### src/rtl/vga_pkg.sv
// -----------------------------------------------------------------------------
// vga_pkg
// Shared definitions for the vertical timing decoder:
//   - estado_t      : vertical FSM state encoding
//   - DEF_*         : default 640x480-style vertical timing constants
//   - lineas_totales: total lines per frame from the four line-group sizes
// No ports (package).
// -----------------------------------------------------------------------------
package vga_pkg;

  // Vertical FSM states. ESPERA waits for the first frame start after reset.
  typedef enum logic [2:0] {
    ESPERA,
    ACTIVA,
    FRENTE,
    SYNC,
    ATRAS
  } estado_t;

  localparam int DEF_CLKS_POR_LINEA  = 1600;
  localparam int DEF_LINEAS_VISIBLES = 480;
  localparam int DEF_PORCH_FRENTE    = 10;
  localparam int DEF_ANCHO_SYNC      = 2;
  localparam int DEF_PORCH_ATRAS     = 33;

  // Total lines per frame is simply the sum of the four line groups.
  function automatic int lineas_totales(input int visibles,
                                        input int frente,
                                        input int sync,
                                        input int atras);
    return visibles + frente + sync + atras;
  endfunction

  localparam int DEF_LINEAS_TOTALES = lineas_totales(DEF_LINEAS_VISIBLES,
                                                     DEF_PORCH_FRENTE,
                                                     DEF_ANCHO_SYNC,
                                                     DEF_PORCH_ATRAS);

  // Highest value the upstream frame counter reaches (525 x 1600).
  localparam int DEF_CUENTA_MAX = 840000;

endpackage

### src/rtl/contador_linea.sv
// -----------------------------------------------------------------------------
// contador_linea
// Clock-within-line counter. Counts 0..CLKS_POR_LINEA-1 while enabled and
// wraps, flagging the last clock of each line so the FSM can advance the line.
// Ports:
//   clk_i       : clock, rising edge
//   reset_i     : synchronous active-high reset
//   clear_i     : synchronous clear (frame resync), beats enable_i
//   enable_i    : count enable (low while waiting for the first frame)
//   fin_linea_o : high during the last clock of a line while enabled
// -----------------------------------------------------------------------------
module contador_linea
  import vga_pkg::*;
#(
  parameter int CLKS_POR_LINEA = DEF_CLKS_POR_LINEA
) (
  input  logic clk_i,
  input  logic reset_i,
  input  logic clear_i,
  input  logic enable_i,
  output logic fin_linea_o
);

  localparam logic [10:0] ULTIMO = 11'(CLKS_POR_LINEA - 1);

  logic [10:0] clk_linea_q;
  logic [10:0] clk_linea_d;

  // Next count: a resync clear restarts the line from zero, otherwise the
  // counter steps while enabled and wraps after the last clock of the line.
  always_comb begin
    clk_linea_d = clk_linea_q;
    if (clear_i) begin
      clk_linea_d = '0;
    end else if (enable_i) begin
      clk_linea_d = (clk_linea_q == ULTIMO) ? 11'd0 : clk_linea_q + 11'd1;
    end
  end

  // Count register with synchronous reset.
  always_ff @(posedge clk_i) begin
    if (reset_i) begin
      clk_linea_q <= '0;
    end else begin
      clk_linea_q <= clk_linea_d;
    end
  end

  assign fin_linea_o = enable_i && (clk_linea_q == ULTIMO);

endmodule

### src/rtl/sincronia_vertical.sv
// -----------------------------------------------------------------------------
// sincronia_vertical
// Vertical timing decoder driven by the upstream frame clock count. Produces
// the line index, active-low vertical sync, vertical display enable and a
// one-cycle start-of-frame strobe. All outputs are registered (1 cycle).
// Optional build macro: VSYNC_CHECK_EN adds the sticky error_cuenta output
// that flags any break in the count sequence (840000 -> 0 wrap is legal).
// Ports:
//   Clk           : clock, rising edge
//   Reset         : synchronous active-high reset
//   cntVertical   : 40-bit frame clock count
//   fila          : current line index
//   VSync         : vertical sync, active low
//   video_on_v    : high during active lines
//   inicio_cuadro : one-cycle pulse after a zero count is sampled
//   error_cuenta  : sticky count continuity error (VSYNC_CHECK_EN only)
// -----------------------------------------------------------------------------
module sincronia_vertical
  import vga_pkg::*;
#(
  parameter int CLKS_POR_LINEA  = DEF_CLKS_POR_LINEA,
  parameter int LINEAS_VISIBLES = DEF_LINEAS_VISIBLES,
  parameter int PORCH_FRENTE    = DEF_PORCH_FRENTE,
  parameter int ANCHO_SYNC      = DEF_ANCHO_SYNC,
  parameter int PORCH_ATRAS     = DEF_PORCH_ATRAS
) (
  input  logic        Clk,
  input  logic        Reset,
  input  logic [39:0] cntVertical,
  output logic [9:0]  fila,
  output logic        VSync,
  output logic        video_on_v,
  output logic        inicio_cuadro
`ifdef VSYNC_CHECK_EN
  ,
  output logic        error_cuenta
`endif
);

  localparam int LINEAS_TOTALES = lineas_totales(LINEAS_VISIBLES, PORCH_FRENTE,
                                                 ANCHO_SYNC, PORCH_ATRAS);

  // Line numbers at which the FSM moves to the next line group.
  localparam logic [9:0] FILA_ULTIMA = 10'(LINEAS_TOTALES - 1);
  localparam logic [9:0] FILA_FRENTE = 10'(LINEAS_VISIBLES);
  localparam logic [9:0] FILA_SYNC   = 10'(LINEAS_VISIBLES + PORCH_FRENTE);
  localparam logic [9:0] FILA_ATRAS  = 10'(LINEAS_VISIBLES + PORCH_FRENTE + ANCHO_SYNC);

  estado_t    estado_q, estado_d;
  logic [9:0] fila_q, fila_d;
  logic       vsync_q, vsync_d;
  logic       video_q, video_d;
  logic       inicio_q, inicio_d;
  logic       resync;
  logic       activo;
  logic       fin_linea;

  assign resync = (cntVertical == 40'd0);
  assign activo = (estado_q != ESPERA);

  contador_linea #(
    .CLKS_POR_LINEA(CLKS_POR_LINEA)
  ) u_contador_linea (
    .clk_i      (Clk),
    .reset_i    (Reset),
    .clear_i    (resync),
    .enable_i   (activo),
    .fin_linea_o(fin_linea)
  );

  // Next-state logic. A zero count restarts the frame from any state. Else the
  // line index steps at each line end, saturating on the last line so the
  // extra clock at the frame maximum stays in ATRAS. State changes are decided
  // on the new line value so outputs line up with fila. Outputs are decoded
  // from the next state so they land in the same cycle as the state.
  always_comb begin
    estado_d = estado_q;
    fila_d   = fila_q;
    inicio_d = 1'b0;
    if (resync) begin
      estado_d = ACTIVA;
      fila_d   = '0;
      inicio_d = 1'b1;
    end else if (fin_linea) begin
      if (fila_q != FILA_ULTIMA) begin
        fila_d = fila_q + 10'd1;
      end
      if (fila_d == FILA_FRENTE) begin
        estado_d = FRENTE;
      end else if (fila_d == FILA_SYNC) begin
        estado_d = SYNC;
      end else if (fila_d == FILA_ATRAS) begin
        estado_d = ATRAS;
      end
    end
    video_d = (estado_d == ACTIVA);
    vsync_d = (estado_d != SYNC);
  end

  // State and output registers; reset drops back to waiting for a frame start.
  always_ff @(posedge Clk) begin
    if (Reset) begin
      estado_q <= ESPERA;
      fila_q   <= '0;
      vsync_q  <= 1'b1;
      video_q  <= 1'b0;
      inicio_q <= 1'b0;
    end else begin
      estado_q <= estado_d;
      fila_q   <= fila_d;
      vsync_q  <= vsync_d;
      video_q  <= video_d;
      inicio_q <= inicio_d;
    end
  end

  assign fila          = fila_q;
  assign VSync         = vsync_q;
  assign video_on_v    = video_q;
  assign inicio_cuadro = inicio_q;

`ifdef VSYNC_CHECK_EN
  localparam logic [39:0] CUENTA_MAX = 40'(CLKS_POR_LINEA) * 40'(LINEAS_TOTALES);

  logic [39:0] cnt_prev_q;
  logic        error_q, error_d;
  logic        cuenta_ok;

  // The count must advance by exactly one, except the wrap from the frame
  // maximum back to zero. Checking only starts once a frame has been found.
  assign cuenta_ok = (cntVertical == cnt_prev_q + 40'd1) ||
                     (resync && (cnt_prev_q == CUENTA_MAX));
  assign error_d   = error_q | (activo & ~cuenta_ok);

  // Previous-count copy and sticky error flag, cleared only by reset.
  always_ff @(posedge Clk) begin
    if (Reset) begin
      cnt_prev_q <= '0;
      error_q    <= 1'b0;
    end else begin
      cnt_prev_q <= cntVertical;
      error_q    <= error_d;
    end
  end

  assign error_cuenta = error_q;
`endif

endmodule

### config.mk
export PLATFORM = sky130hd
export DESIGN_NAME = sincronia_vertical
export DESIGN_NICKNAME = d
export VERILOG_FILES = /design/src/rtl/vga_pkg.sv /design/src/rtl/contador_linea.sv /design/src/rtl/sincronia_vertical.sv
export SDC_FILE = /design/constraint.sdc
export NUM_CORES = 1
export LEC_CHECK = 0
export BUFFER_PORTS_ARGS = -buffer_cell sky130_fd_sc_hd__buf_2
export CORE_ASPECT_RATIO = 1.4
export CORE_MARGIN = 5
export CORE_UTILIZATION = 40
export DETAILED_ROUTE_END_ITERATION = 6
export PLACE_DENSITY = 0.75
export SYNTH_ARGS = -nofsm -noshare
export SYNTH_HDL_FRONTEND = slang
export SYNTH_SLANG_ARGS = --single-unit
### constraint.sdc
create_clock -name Clk -period 3 [get_ports Clk]
set_input_delay 0.6 -clock Clk [delete_from_list [all_inputs] [get_ports Clk]]
set_output_delay 0.6 -clock Clk [all_outputs]
set_load 0.02 [all_outputs]
==> results of run 1 <==
[metal layers]
metal | track usage (%) | up-vias
met4 | 6.43 | 0
met5 | 0 | -
met2 | 26.2 | 52
met1 | 17.7 | 759
met3 | 2.49 | 12
li1 | - | 833
[metrics by stage]
stage	setup slack [ns]	area [µm²]	utilization, %
after floorplan	0.508	1630	-
after global placement	0.587	1910	48.3
after detailed placement	0.561	1910	48.3
after CTS	0.529	1960	49.5
after global routing	0.295	1960	49.5
final	0.467	1960	49.5
[power breakdown]
group	total [W]	internal [W]	switching (W)
Combinational	0.0000353	0.0000212	0.0000142
Sequential	0.000358	0.000358	0.000000000000000148
Clock	0.000213	0.0000934	0.000119
Total	0.000606	0.000473	0.000134
[state kept, by name, indices dropped and copies added (netlist names)]
name                          count
VSync                             1
fila                             10
estado_q                          3
inicio_cuadro                     1
video_on_v                        1
u_contador_linea.clk_linea_q     11
[logic make-up after synthesis]
group	synth area share, %
AO/OA/AOI/OAI	13.5
XOR/XNOR	8.60
AND/OR/NAND/NOR	34.4
multiplexers	1.84
adder cells (fa/ha/maj)	3.07
flip-flops	33.2
buffers and inverters	5.45
[cell usage after synthesis (2+ instances only)]
cell	instances
sky130_fd_sc_hd__o21ai_0	5
sky130_fd_sc_hd__clkbuf_1	5
sky130_fd_sc_hd__mux2i_1	3
sky130_fd_sc_hd__nand4_1	7
sky130_fd_sc_hd__o311ai_0	2
sky130_fd_sc_hd__nor3_2	2
sky130_fd_sc_hd__or2_2	2
sky130_fd_sc_hd__and2_2	2
sky130_fd_sc_hd__o2111ai_1	2
sky130_fd_sc_hd__nand2_1	13
sky130_fd_sc_hd__nor3_1	7
sky130_fd_sc_hd__xor2_1	8
sky130_fd_sc_hd__inv_1	6
sky130_fd_sc_hd__and3_1	2
sky130_fd_sc_hd__o31ai_1	5
sky130_fd_sc_hd__a21o_1	2
sky130_fd_sc_hd__a31oi_1	3
sky130_fd_sc_hd__nand3b_1	2
sky130_fd_sc_hd__buf_6	2
sky130_fd_sc_hd__nor4_1	11
sky130_fd_sc_hd__a21oi_1	5
sky130_fd_sc_hd__or3_1	3
sky130_fd_sc_hd__ha_1	4
sky130_fd_sc_hd__xnor2_1	8
sky130_fd_sc_hd__nand3_1	13
sky130_fd_sc_hd__nor3b_1	3
sky130_fd_sc_hd__dfxtp_1	27
sky130_fd_sc_hd__nor2_1	26
sky130_fd_sc_hd__nand4b_1	2
[final cells by class]
class	instances	area, µm²	share of cell area [%]
Multi-Input combinational cell	156	1000	51.2
Tap cell	43	53.8	2.75
Inverter	6	22.5	1.15
Timing Repair Buffer	57	293	15.0
Clock inverter	1	5.00	0.256
Sequential cell	27	541	27.6
Clock buffer	3	41.3	2.11
[worst min-delay path by stage]
| stage | from | to | slack [ns] | cells past startpoint |
|---|---|---|---|---|
| after global placement | u_contador_linea.clk_linea_q[1] | u_contador_linea.clk_linea_q[1] | 0.48 | 2 |
| after CTS | u_contador_linea.clk_linea_q[1] | u_contador_linea.clk_linea_q[1] | 0.49 | 2 |
| after global routing | u_contador_linea.clk_linea_q[1] | u_contador_linea.clk_linea_q[1] | 0.52 | 2 |
| final | u_contador_linea.clk_linea_q[1] | u_contador_linea.clk_linea_q[1] | 0.49 | 2 |
| after detailed placement | u_contador_linea.clk_linea_q[1] | u_contador_linea.clk_linea_q[1] | 0.48 | 2 |
| after floorplan | u_contador_linea.clk_linea_q[1] | u_contador_linea.clk_linea_q[1] | 0.46 | 2 |
[critical path, cell delays in order, from the launching register on]
cell,delay (ns)
sky130_fd_sc_hd__dfxtp_1,0.61
sky130_fd_sc_hd__nand2_1,0.26
sky130_fd_sc_hd__or4_4,0.58
sky130_fd_sc_hd__a221o_1,0.37
sky130_fd_sc_hd__a31o_1,0.27
sky130_fd_sc_hd__a21o_1,0.16
sky130_fd_sc_hd__and4b_1,0.19
==> results.env, run 1 <==
CLOCK.FMAX_MHz=395
INITIAL_CELL_DENSITY_OF_THE_CORE_PCT=41.2
CTS-BUFFERS-INSERTED=3
FINALCLOCKSKEW_NS=0.00671
YOSYSUNIQUECELLTYPES=46
AREA.GROWTH.SYNTH_TO_FINAL_PCT=20.0
MAX_CAP_VIOL_COUNT=0
TRITONCTS_CLOCK_TREE='yes'
FLOORPLAN.DIE.HEIGHT_UM=85.5
SYNTHFLOPTYPE='sky130_fd_sc_hd__dfxtp_1'
INSERTEDDIODECOUNT=0
VIAS=1656
TOTALNEGATIVESETUPSLACK_NS=0
CTS.REPORTEDPATHS.CLKPINSLEW_NS=0.10
SYNTH_AREA_PER_CELL_UM2=8.19
ROUTABILITYCONGESTION=0.903
CTS.ROOT.BUFFER_CELL='sky130_fd_sc_hd__clkbuf_8'
GLOBALROUTETOTALUTIL_PCT=15.0
CLOCK_TREE.HTREE_LEVEL_COUNT=1
CRITICAL_PATH.REG2REG.STARTPOINT='fila[2]'
IO-PIN-COUNT=55
POST-DP-HPWL_MM=3.32
SYNTH_ENABLE_FLOP_CELLS=0
YOSYS_REGISTER_BITS=27
REQUIRED_NS=3.18
TIMING.HOLD.WS_NS=0.490
FINALHOLDVIOLATIONS=0
STD_CELL_ROWS=27
PATH_CATEGORY_OF_THE_WORST_MIN_DELAY_CHECK='reg2reg'
POSTCTSRESIZEDCELLS=0
CRITICAL_PATH.STARTPOINT_TYPE='register'
VIASPERCELL=5.65
ENDPOINT_ARRIVAL_TIME_ON_THE_CRITICAL_PATH_NS=2.72
FRACTION_OF_LAYOUT_CELLS_WITH_A_SIZE_SUFFIX_ABOVE_1_PCT=28.8
MOST_COMMON_CELL_AFTER_LAYOUT_FILL_AND_TAPS_ASIDE='sky130_fd_sc_hd__buf_2'
N_FILL_CELL=396
CORE_AREA_MM2=0.00395
GRT_OVERFLOW_TOTAL=0
DRT_DRC_VIOLATIONS_LEFT=0
CRITICAL_PATH.REG2REG.ENDPOINT='video_on_v'
WORST_SETUP_PATH_END_KIND='register'
ROUTE.LAYER.MET1.WL_MM=1.81
WL_MET2_MM=2.24
TOTAL_POWER_W=0.000606
FF2FF_SETUP_SLACK_NS=0.47
POST_ROUTE_NON_FILLER_STANDARD_CELL_COUNT=293
ASYNC_FLOP_SHARE_PCT=0
DIE_AREA_MM2=0.00547
SETUP_REPAIR_AFTER_GLOBAL_ROUTING_MISSED_ITS_MARGIN='no'
DRT_ITER0_MARKERS=65
CTS_HOLD_BUFFERS=0
POST_SYNTH_INSTANCE_AREA_MM2=0.00163
NUM-NETS-FINAL=297
YOSYS-TOP-CELLS-AREA='sky130_fd_sc_hd__dfxtp_1, sky130_fd_sc_hd__nor2_1, sky130_fd_sc_hd__xnor2_1, sky130_fd_sc_hd__xor2_1, sky130_fd_sc_hd__nor4_1'
SYNTH_WARNINGS=0
CTS.PATH.MAX_BUFFERS=2
DRT_PASS1_ITERATIONS=4
TIMING_MAX_TRANSITION_VIOLATIONS_FINAL=0
TRITONCTS_NUM_SINKS=27
GLOBAL_ROUTE_WIRE_LENGTH_BEFORE_REPAIR_MM=6.83
OUTCOME='finished, final reports clean'
SYNTHESIS.NETS=245
SYNTH_TOP_AREA_CELL='sky130_fd_sc_hd__dfxtp_1'
WIRELENGTH_MM=4.26
FINALCRITPERIODSHARE_PCT=84.4
DIEWIDTH_UM=64.0
BUFFER_PORTS.INSERTED=54
PEAKVDDDROP_mV=0.249
MET3_LENGTH_UM=125
WORST_SETUP_PATH_ENDPOINT='video_on_v'
CTS_SETUP_BUFFERS=0
FINALWORSTPATHREQUIREDPERIOD_NS=2.53
GRT_PASS1_VIAS=1588
RR_WORST_DEPTH=6
TOPROUTINGLAYERUSED='met4'
PLACE.DETAILED.INSTANCES=289
SETUP_VIOL=0
DRT.ANTENNA.VIOLATING_NETS=0
FINAL_CELL_MIX='sky130_fd_sc_hd__buf_2, sky130_fd_sc_hd__dfxtp_1, sky130_fd_sc_hd__nor2_1'
GRT_MAX_DEGREE=16
TIMING.CRITICAL_PATH.FANOUT_MAX=14
ANTENNA_FOUND_INITIAL=0
INSERTION_DELAY_NS=0.28
MAX_SLEW.WORST_PIN.SLEW_NS=0.566
POWER_PER_CELL_AREA_mW_PER_MM2=310
POST_SYNTH_INST_COUNT=199
STATIC-LEAKAGE-POWER_nW=0.769
AVERAGE_WIRE_PER_CELL_IN_THE_ROUTED_DESIGN_UM=14.5
CRITPATHLAUNCH='fila[2]'
YS_SEQ_AREA_SHARE_PCT=33.2
CRIT_TYPE='reg2reg'
MAXSLEWHEADROOM_PCT=61.8
SYNTH_TOP_AREA_SHARE_PCT=33.2
Power figures use the tool's default switching activity.
==> run 2, diff against run 1 <==
PLACE_DENSITY = 0.77   (was 0.75)
clock period = 2.1 ns   (was 3 ns; I/O delays follow)
==> results.env, run 2 (synthesis gave the netlist of run 1 again) <==
SETUP_REPAIR_AFTER_GLOBAL_ROUTING_MISSED_ITS_MARGIN='yes'
CRITICAL_PATH.STARTPOINT_TYPE='register'
CTS-BUFFERS-INSERTED=3
STD_CELL_ROWS=27
TIMING.HOLD.WS_NS=0.388
TIMING.FINAL.WS_SETUP_NS=-0.103
CTS.REPORTEDPATHS.CLKPINSLEW_NS=0.09
AVERAGE_WIRE_PER_CELL_IN_THE_ROUTED_DESIGN_UM=13.9
FINALCLOCKSKEW_NS=0.00573
CRITICAL_PATH.REG2REG.STARTPOINT='fila[0]'
STATIC-LEAKAGE-POWER_nW=0.899
TRITONCTS_NUM_SINKS=27
GLOBAL_ROUTE_WIRE_LENGTH_BEFORE_REPAIR_MM=7.08
DRT_PASS1_ITERATIONS=4
HOLD_PATH_DEPTH=2
TOP_REGISTER='u_contador_linea.clk_linea_q'
MAX_CAP_VIOL_COUNT=0
GRT_PASS1_VIAS=1734
VIAS=1753
GLOBALROUTETOTALUTIL_PCT=15.5
FINALHOLDVIOLATIONS=0
FRACTION_OF_LAYOUT_CELLS_WITH_A_SIZE_SUFFIX_ABOVE_1_PCT=40.2
NUM-NETS-FINAL=323
ROUTABILITYCONGESTION=0.849
POWER_PER_CELL_AREA_mW_PER_MM2=386
POST_ROUTE_NON_FILLER_STANDARD_CELL_COUNT=319
FINALWORSTPATHREQUIREDPERIOD_NS=2.20
WIRELENGTH_MM=4.45
N_FILL_CELL=358
ENDPOINT_ARRIVAL_TIME_ON_THE_CRITICAL_PATH_NS=2.37
CRIT_TYPE='reg2reg'
DIE_AREA_MM2=0.00547
PRE_CTS_SLACK_NS=-0.0934
MAX_REG_FLOPS=11
FF2FF_SETUP_SLACK_NS=-0.10
FLOORPLAN.DIE.HEIGHT_UM=85.5
DRT.ANTENNA.VIOLATING_NETS=0
ANTENNA_FOUND_INITIAL=0
DRT_ITER0_MARKERS=47
DRT_DRC_VIOLATIONS_LEFT=0
CRITICAL_PATH.REG2REG.ENDPOINT='video_on_v'
CTS.PATH.MAX_BUFFERS=2
INSERTEDDIODECOUNT=0
PLACE.DETAILED.INSTANCES=312
PEAKVDDDROP_mV=0.271
MAX_SLEW.WORST_PIN.SLEW_NS=0.471
FINALCRITPERIODSHARE_PCT=105
RR_WORST_DEPTH=8
OUTCOME='complete, but fails checks'
INSERTION_DELAY_NS=0.27
CLOCK.FMAX_MHz=454
CTS.ROOT.BUFFER_CELL='sky130_fd_sc_hd__clkbuf_8'
MOST_COMMON_CELL_AFTER_LAYOUT_FILL_AND_TAPS_ASIDE='sky130_fd_sc_hd__buf_2'
REQUIRED_NS=2.27
TRITONCTS_CLOCK_TREE='yes'
GRT_OVERFLOW_TOTAL=0
TIMING_MAX_TRANSITION_VIOLATIONS_FINAL=0
DIEWIDTH_UM=64.0
VIOLATIONS='setup timing'
GRT_MAX_DEGREE=15
INITIAL_CELL_DENSITY_OF_THE_CORE_PCT=41.2
VIASPERCELL=5.50
MAXSLEWHEADROOM_PCT=68.6
HOLD_PATH_STARTPOINT='Reset'
SETUP_VIOL=1
AREA.GROWTH.SYNTH_TO_FINAL_PCT=35.3
CLOCK_TREE.HTREE_LEVEL_COUNT=1
BUFFER_PORTS.INSERTED=54
POST-DP-HPWL_MM=3.55
PATH_CATEGORY_OF_THE_WORST_MIN_DELAY_CHECK='in2reg'
CORE_AREA_MM2=0.00395
HOLD_PATH_END='inicio_cuadro'
IO-PIN-COUNT=55
FINAL_CELL_MIX='sky130_fd_sc_hd__buf_2, sky130_fd_sc_hd__buf_4, sky130_fd_sc_hd__nor2_1'
WORST_SETUP_PATH_END_KIND='register'
TIMING.CRITICAL_PATH.FANOUT_MAX=4
CTS_HOLD_BUFFERS=0
## run 2: worst max path at each step
stage,startpoint,end,slack (ns),cells past startpoint
global placement,fila[0],video_on_v,-0.04,8
CTS,fila[0],video_on_v,-0.09,8
global route,fila[0],video_on_v,-0.20,8
detailed placement,fila[0],video_on_v,-0.09,8
finish,fila[0],video_on_v,-0.10,8
floorplan,fila[4],video_on_v,-0.31,8
## run 2: layout make-up
| cell class | instances | area, µm² | area share, % |
|---|---|---|---|
| multi-input cells | 156 | 1050 | 47.7 |
| well taps | 43 | 53.8 | 2.44 |
| repair buffers | 83 | 488 | 22.1 |
| flip-flops and latches | 27 | 544 | 24.7 |
| clock buffers | 4 | 45.0 | 2.04 |
| inverters | 6 | 22.5 | 1.02 |
## run 2: timing repair
action                     CTS  global route
gates resized for setup      6             9
setup endpoints to repair    2             6
setup buffers                2             1
pin swaps                    3             2
cloned                       0             0
## run 2: report_power, final
group | switching, W | leakage (nW) | internal (W)
combinational | 0.0000203 | 0.657 | 0.0000302
clock | 0.000153 | 0.0228 | 0.000136
sequential | 0.000000000000000136 | 0.219 | 0.000511
## run 2: per-layer routing
metal / wire length [µm] / vias up / track usage [%]
li1: - / 892 / -
met1: 1680 / 802 / 16.6
met2: 2500 / 40 / 28.7
met3: 129 / 19 / 2.62
met4: 137 / 0 / 7.37
met5: 0 / - / 0
## run 2: stage by stage
| step | util (%) | power (W) | setup TNS, ns | instance area, µm² |
|---|---|---|---|---|
| floorplan | - | 0.000535 | -0.689 | 1630 |
| global placement | 52.8 | 0.000573 | -0.0425 | 2090 |
| detailed placement | 52.8 | 0.000574 | -0.124 | 2090 |
| CTS | 54.8 | 0.000864 | -0.105 | 2170 |
| global route | 55.8 | 0.000894 | -0.285 | 2210 |
| finish | 55.8 | 0.000851 | -0.103 | 2210 |
## run 2: worst max-delay path: stages (launching register included)
cell,delay (ns)
sky130_fd_sc_hd__dfxtp_2,0.33
sky130_fd_sc_hd__inv_2,0.07
sky130_fd_sc_hd__ha_4,0.12
sky130_fd_sc_hd__nand4bb_1,0.12
sky130_fd_sc_hd__or4_4,0.50
sky130_fd_sc_hd__a221o_1,0.34
sky130_fd_sc_hd__a31o_1,0.26
sky130_fd_sc_hd__a21o_1,0.17
sky130_fd_sc_hd__and4b_1,0.18
==> run 3, diff against run 2 <==
CELL_PAD_IN_SITES_DETAIL_PLACEMENT = 1   (was unset)
CELL_PAD_IN_SITES_GLOBAL_PLACEMENT = 2   (was unset)
CORE_UTILIZATION = 25   (was 40)
GPL_ROUTABILITY_DRIVEN = 1   (was unset)
PLACE_DENSITY = 0.84   (was 0.77)
==> results.env, run 3 (synthesis gave the netlist of run 1 again) <==
FLOORPLAN.DIE.HEIGHT_UM=106
TIMING_MAX_TRANSITION_VIOLATIONS_FINAL=0
FINALHOLDVIOLATIONS=0
GLOBALROUTETOTALUTIL_PCT=12.6
POWER_INTERNAL_W=0.000677
CORE_AREA_MM2=0.00630
AREA.GROWTH.SYNTH_TO_FINAL_PCT=38.6
VIAS=1743
FINAL_CORE_UTILIZATION_PCT=35.9
POWER_PER_CELL_AREA_mW_PER_MM2=385
GRT_OVERFLOW_TOTAL=0
FF2FF_SETUP_SLACK_NS=-0.13
DIE_AREA_MM2=0.00826
CRITICAL_PATH.REG2REG.ENDPOINT='video_on_v'
WORST_SETUP_PATH_END_KIND='register'
SWITCHING_POWER_W=0.000194
MAX_SLEW.WORST_PIN.SLEW_NS=0.450
VIOLATIONS='setup timing'
CTS.PATH.MAX_BUFFERS=2
STATIC-LEAKAGE-POWER_nW=0.926
GRT_MAX_DEGREE=17
POWER_FRAC_CLOCK_PCT=35.4
DRT_DRC_VIOLATIONS_LEFT=0
SWSHARE_PCT=22.3
GLOBAL_ROUTE_WIRE_LENGTH_BEFORE_REPAIR_MM=8.53
SETUP_VIOL=2
CLOCK.FMAX_MHz=448
TIMING.HOLD.WS_NS=0.354
DRT_PASS1_ITERATIONS=4
ANTENNA_FOUND_INITIAL=0
IO-PIN-COUNT=55
STD_CELL_ROWS=34
CTS.REPORTEDPATHS.CLKPINSLEW_NS=0.10
RR_WORST_DEPTH=8
CRITICAL_PATH.STARTPOINT_TYPE='register'
INSERTION_DELAY_NS=0.28
CTS_HOLD_BUFFERS=0
GRT_PASS1_VIAS=1863
N_FILL_CELL=776
REQUIRED_NS=2.28
CTS-BUFFERS-INSERTED=3
MAX_CAP_VIOL_COUNT=0
FINAL_CELL_MIX='sky130_fd_sc_hd__buf_2, sky130_fd_sc_hd__buf_4, sky130_fd_sc_hd__nor2_1'
MAX_REG_FLOPS=11
HOLD_PATH_DEPTH=2
TRITONCTS_CLOCK_TREE='yes'
TIMING.FINAL.WS_SETUP_NS=-0.132
CTS.ROOT.BUFFER_CELL='sky130_fd_sc_hd__clkbuf_8'
HOLD_PATH_STARTPOINT='Reset'
NUM-NETS-FINAL=325
FINALWORSTPATHREQUIREDPERIOD_NS=2.23
DRT.ANTENNA.VIOLATING_NETS=0
PATH_CATEGORY_OF_THE_WORST_MIN_DELAY_CHECK='in2reg'
DIEWIDTH_UM=78.3
BUFFER_PORTS.INSERTED=54
TOTALNEGATIVESETUPSLACK_NS=-0.147
TOP_REGISTER='u_contador_linea.clk_linea_q'
INITIAL_CELL_DENSITY_OF_THE_CORE_PCT=25.9
FRACTION_OF_LAYOUT_CELLS_WITH_A_SIZE_SUFFIX_ABOVE_1_PCT=41.0
ROUTABILITYCONGESTION=0.832
FINALCLOCKSKEW_NS=0.00398
OUTCOME='complete, but fails checks'
INSERTEDDIODECOUNT=0
TRITONCTS_NUM_SINKS=27
MAXSLEWHEADROOM_PCT=70.0
DRT_ITER0_MARKERS=70
PEAKVDDDROP_mV=0.216
WIRELENGTH_MM=5.18
VIASPERCELL=4.98
COMB_POWER_SHARE_PCT=5.9
POST-DP-HPWL_MM=4.26
CLOCK_TREE.HTREE_LEVEL_COUNT=1
SETUP_REPAIR_AFTER_GLOBAL_ROUTING_MISSED_ITS_MARGIN='yes'
HOLD_PATH_END='estado_q[0]'
CRIT_TYPE='reg2reg'
TIMING.CRITICAL_PATH.FANOUT_MAX=4
MOST_COMMON_CELL_AFTER_LAYOUT_FILL_AND_TAPS_ASIDE='sky130_fd_sc_hd__buf_2'
AVERAGE_WIRE_PER_CELL_IN_THE_ROUTED_DESIGN_UM=14.8
POWER.SEQUENTIAL.FRACTION_PCT=58.8
CRITICAL_PATH.REG2REG.STARTPOINT='fila[0]'
FINALCRITPERIODSHARE_PCT=106
ENDPOINT_ARRIVAL_TIME_ON_THE_CRITICAL_PATH_NS=2.41
run 3: cell types whose count changed in the layout (fill, tap and decap cells not counted), sizes merged:
cell / delta
buf: +2
clkbuf: -1
clkinvlp: +1
run 3: worst max-delay path by stage:
| stage | slack (ns) | cells past startpoint | to | from |
|---|---|---|---|---|
| 6_report | -0.13 | 8 | video_on_v | fila[0] |
| 4_1_cts | -0.15 | 8 | video_on_v | fila[0] |
| 3_5_place_dp | -0.15 | 8 | video_on_v | fila[0] |
| 3_3_place_gp | -0.09 | 8 | video_on_v | fila[0] |
| 2_1_floorplan | -0.31 | 8 | video_on_v | fila[4] |
| 5_1_grt | -0.26 | 8 | video_on_v | fila[0] |
run 3: worst max-delay path, stage by stage (launching register included):
cell                        delay, ns
sky130_fd_sc_hd__dfxtp_2         0.34
sky130_fd_sc_hd__inv_2           0.05
sky130_fd_sc_hd__ha_1            0.13
sky130_fd_sc_hd__nand4bb_1       0.13
sky130_fd_sc_hd__or4_4           0.52
sky130_fd_sc_hd__a221o_1         0.35
sky130_fd_sc_hd__a31o_1          0.26
sky130_fd_sc_hd__a21o_1          0.17
sky130_fd_sc_hd__and4b_1         0.19
run 3: metrics by stage:
step	area [µm²]	instances	power, W	setup WS (ns)
6_report	2260	350	0.000870	-0.132
5_1_grt	2260	350	0.000915	-0.259
4_1_cts	2210	349	0.000894	-0.149
3_5_place_dp	2140	344	0.000575	-0.150
3_3_place_gp	2140	344	0.000574	-0.0887
2_1_floorplan	1630	199	0.000535	-0.307
run 3: final cells by class:
cell class / count / area, µm² / share of cell area (%)
inverter: 6 / 22.5 / 0.997
timing repair buffer: 85 / 507 / 22.4
clock buffer: 3 / 41.3 / 1.83
clock inverter: 1 / 7.51 / 0.332
tap: 72 / 90.1 / 3.99
multi-input combinational: 156 / 1050 / 46.3
sequential: 27 / 544 / 24.1
run 3: per-layer routing:
layer	GRT usage, %	up-vias	wire length (µm)
li1	-	888	-
met3	2.05	6	63
met2	26.0	10	3130
met5	0	-	0
met4	3.13	0	51
met1	12.8	839	1930
run 3: power by group through the flow:
| stage | sequential (W) | clock [W] | combinational [W] |
|---|---|---|---|
| 3_3_place_gp | 0.000523 | 0 | 0.0000502 |
| 5_1_grt | 0.000512 | 0.000347 | 0.0000562 |
| 4_1_cts | 0.000512 | 0.000330 | 0.0000523 |
| 2_1_floorplan | 0.000523 | 0 | 0.0000111 |
| 6_report | 0.000511 | 0.000308 | 0.0000511 |
| 3_5_place_dp | 0.000523 | 0 | 0.0000520 |
run 3: repair_timing:
item                       CTS  global route
pin swaps                    2             6
resized for setup            4            10
setup endpoints to repair    2             7
buffers inserted             1             1
hold endpoints to repair     0             0
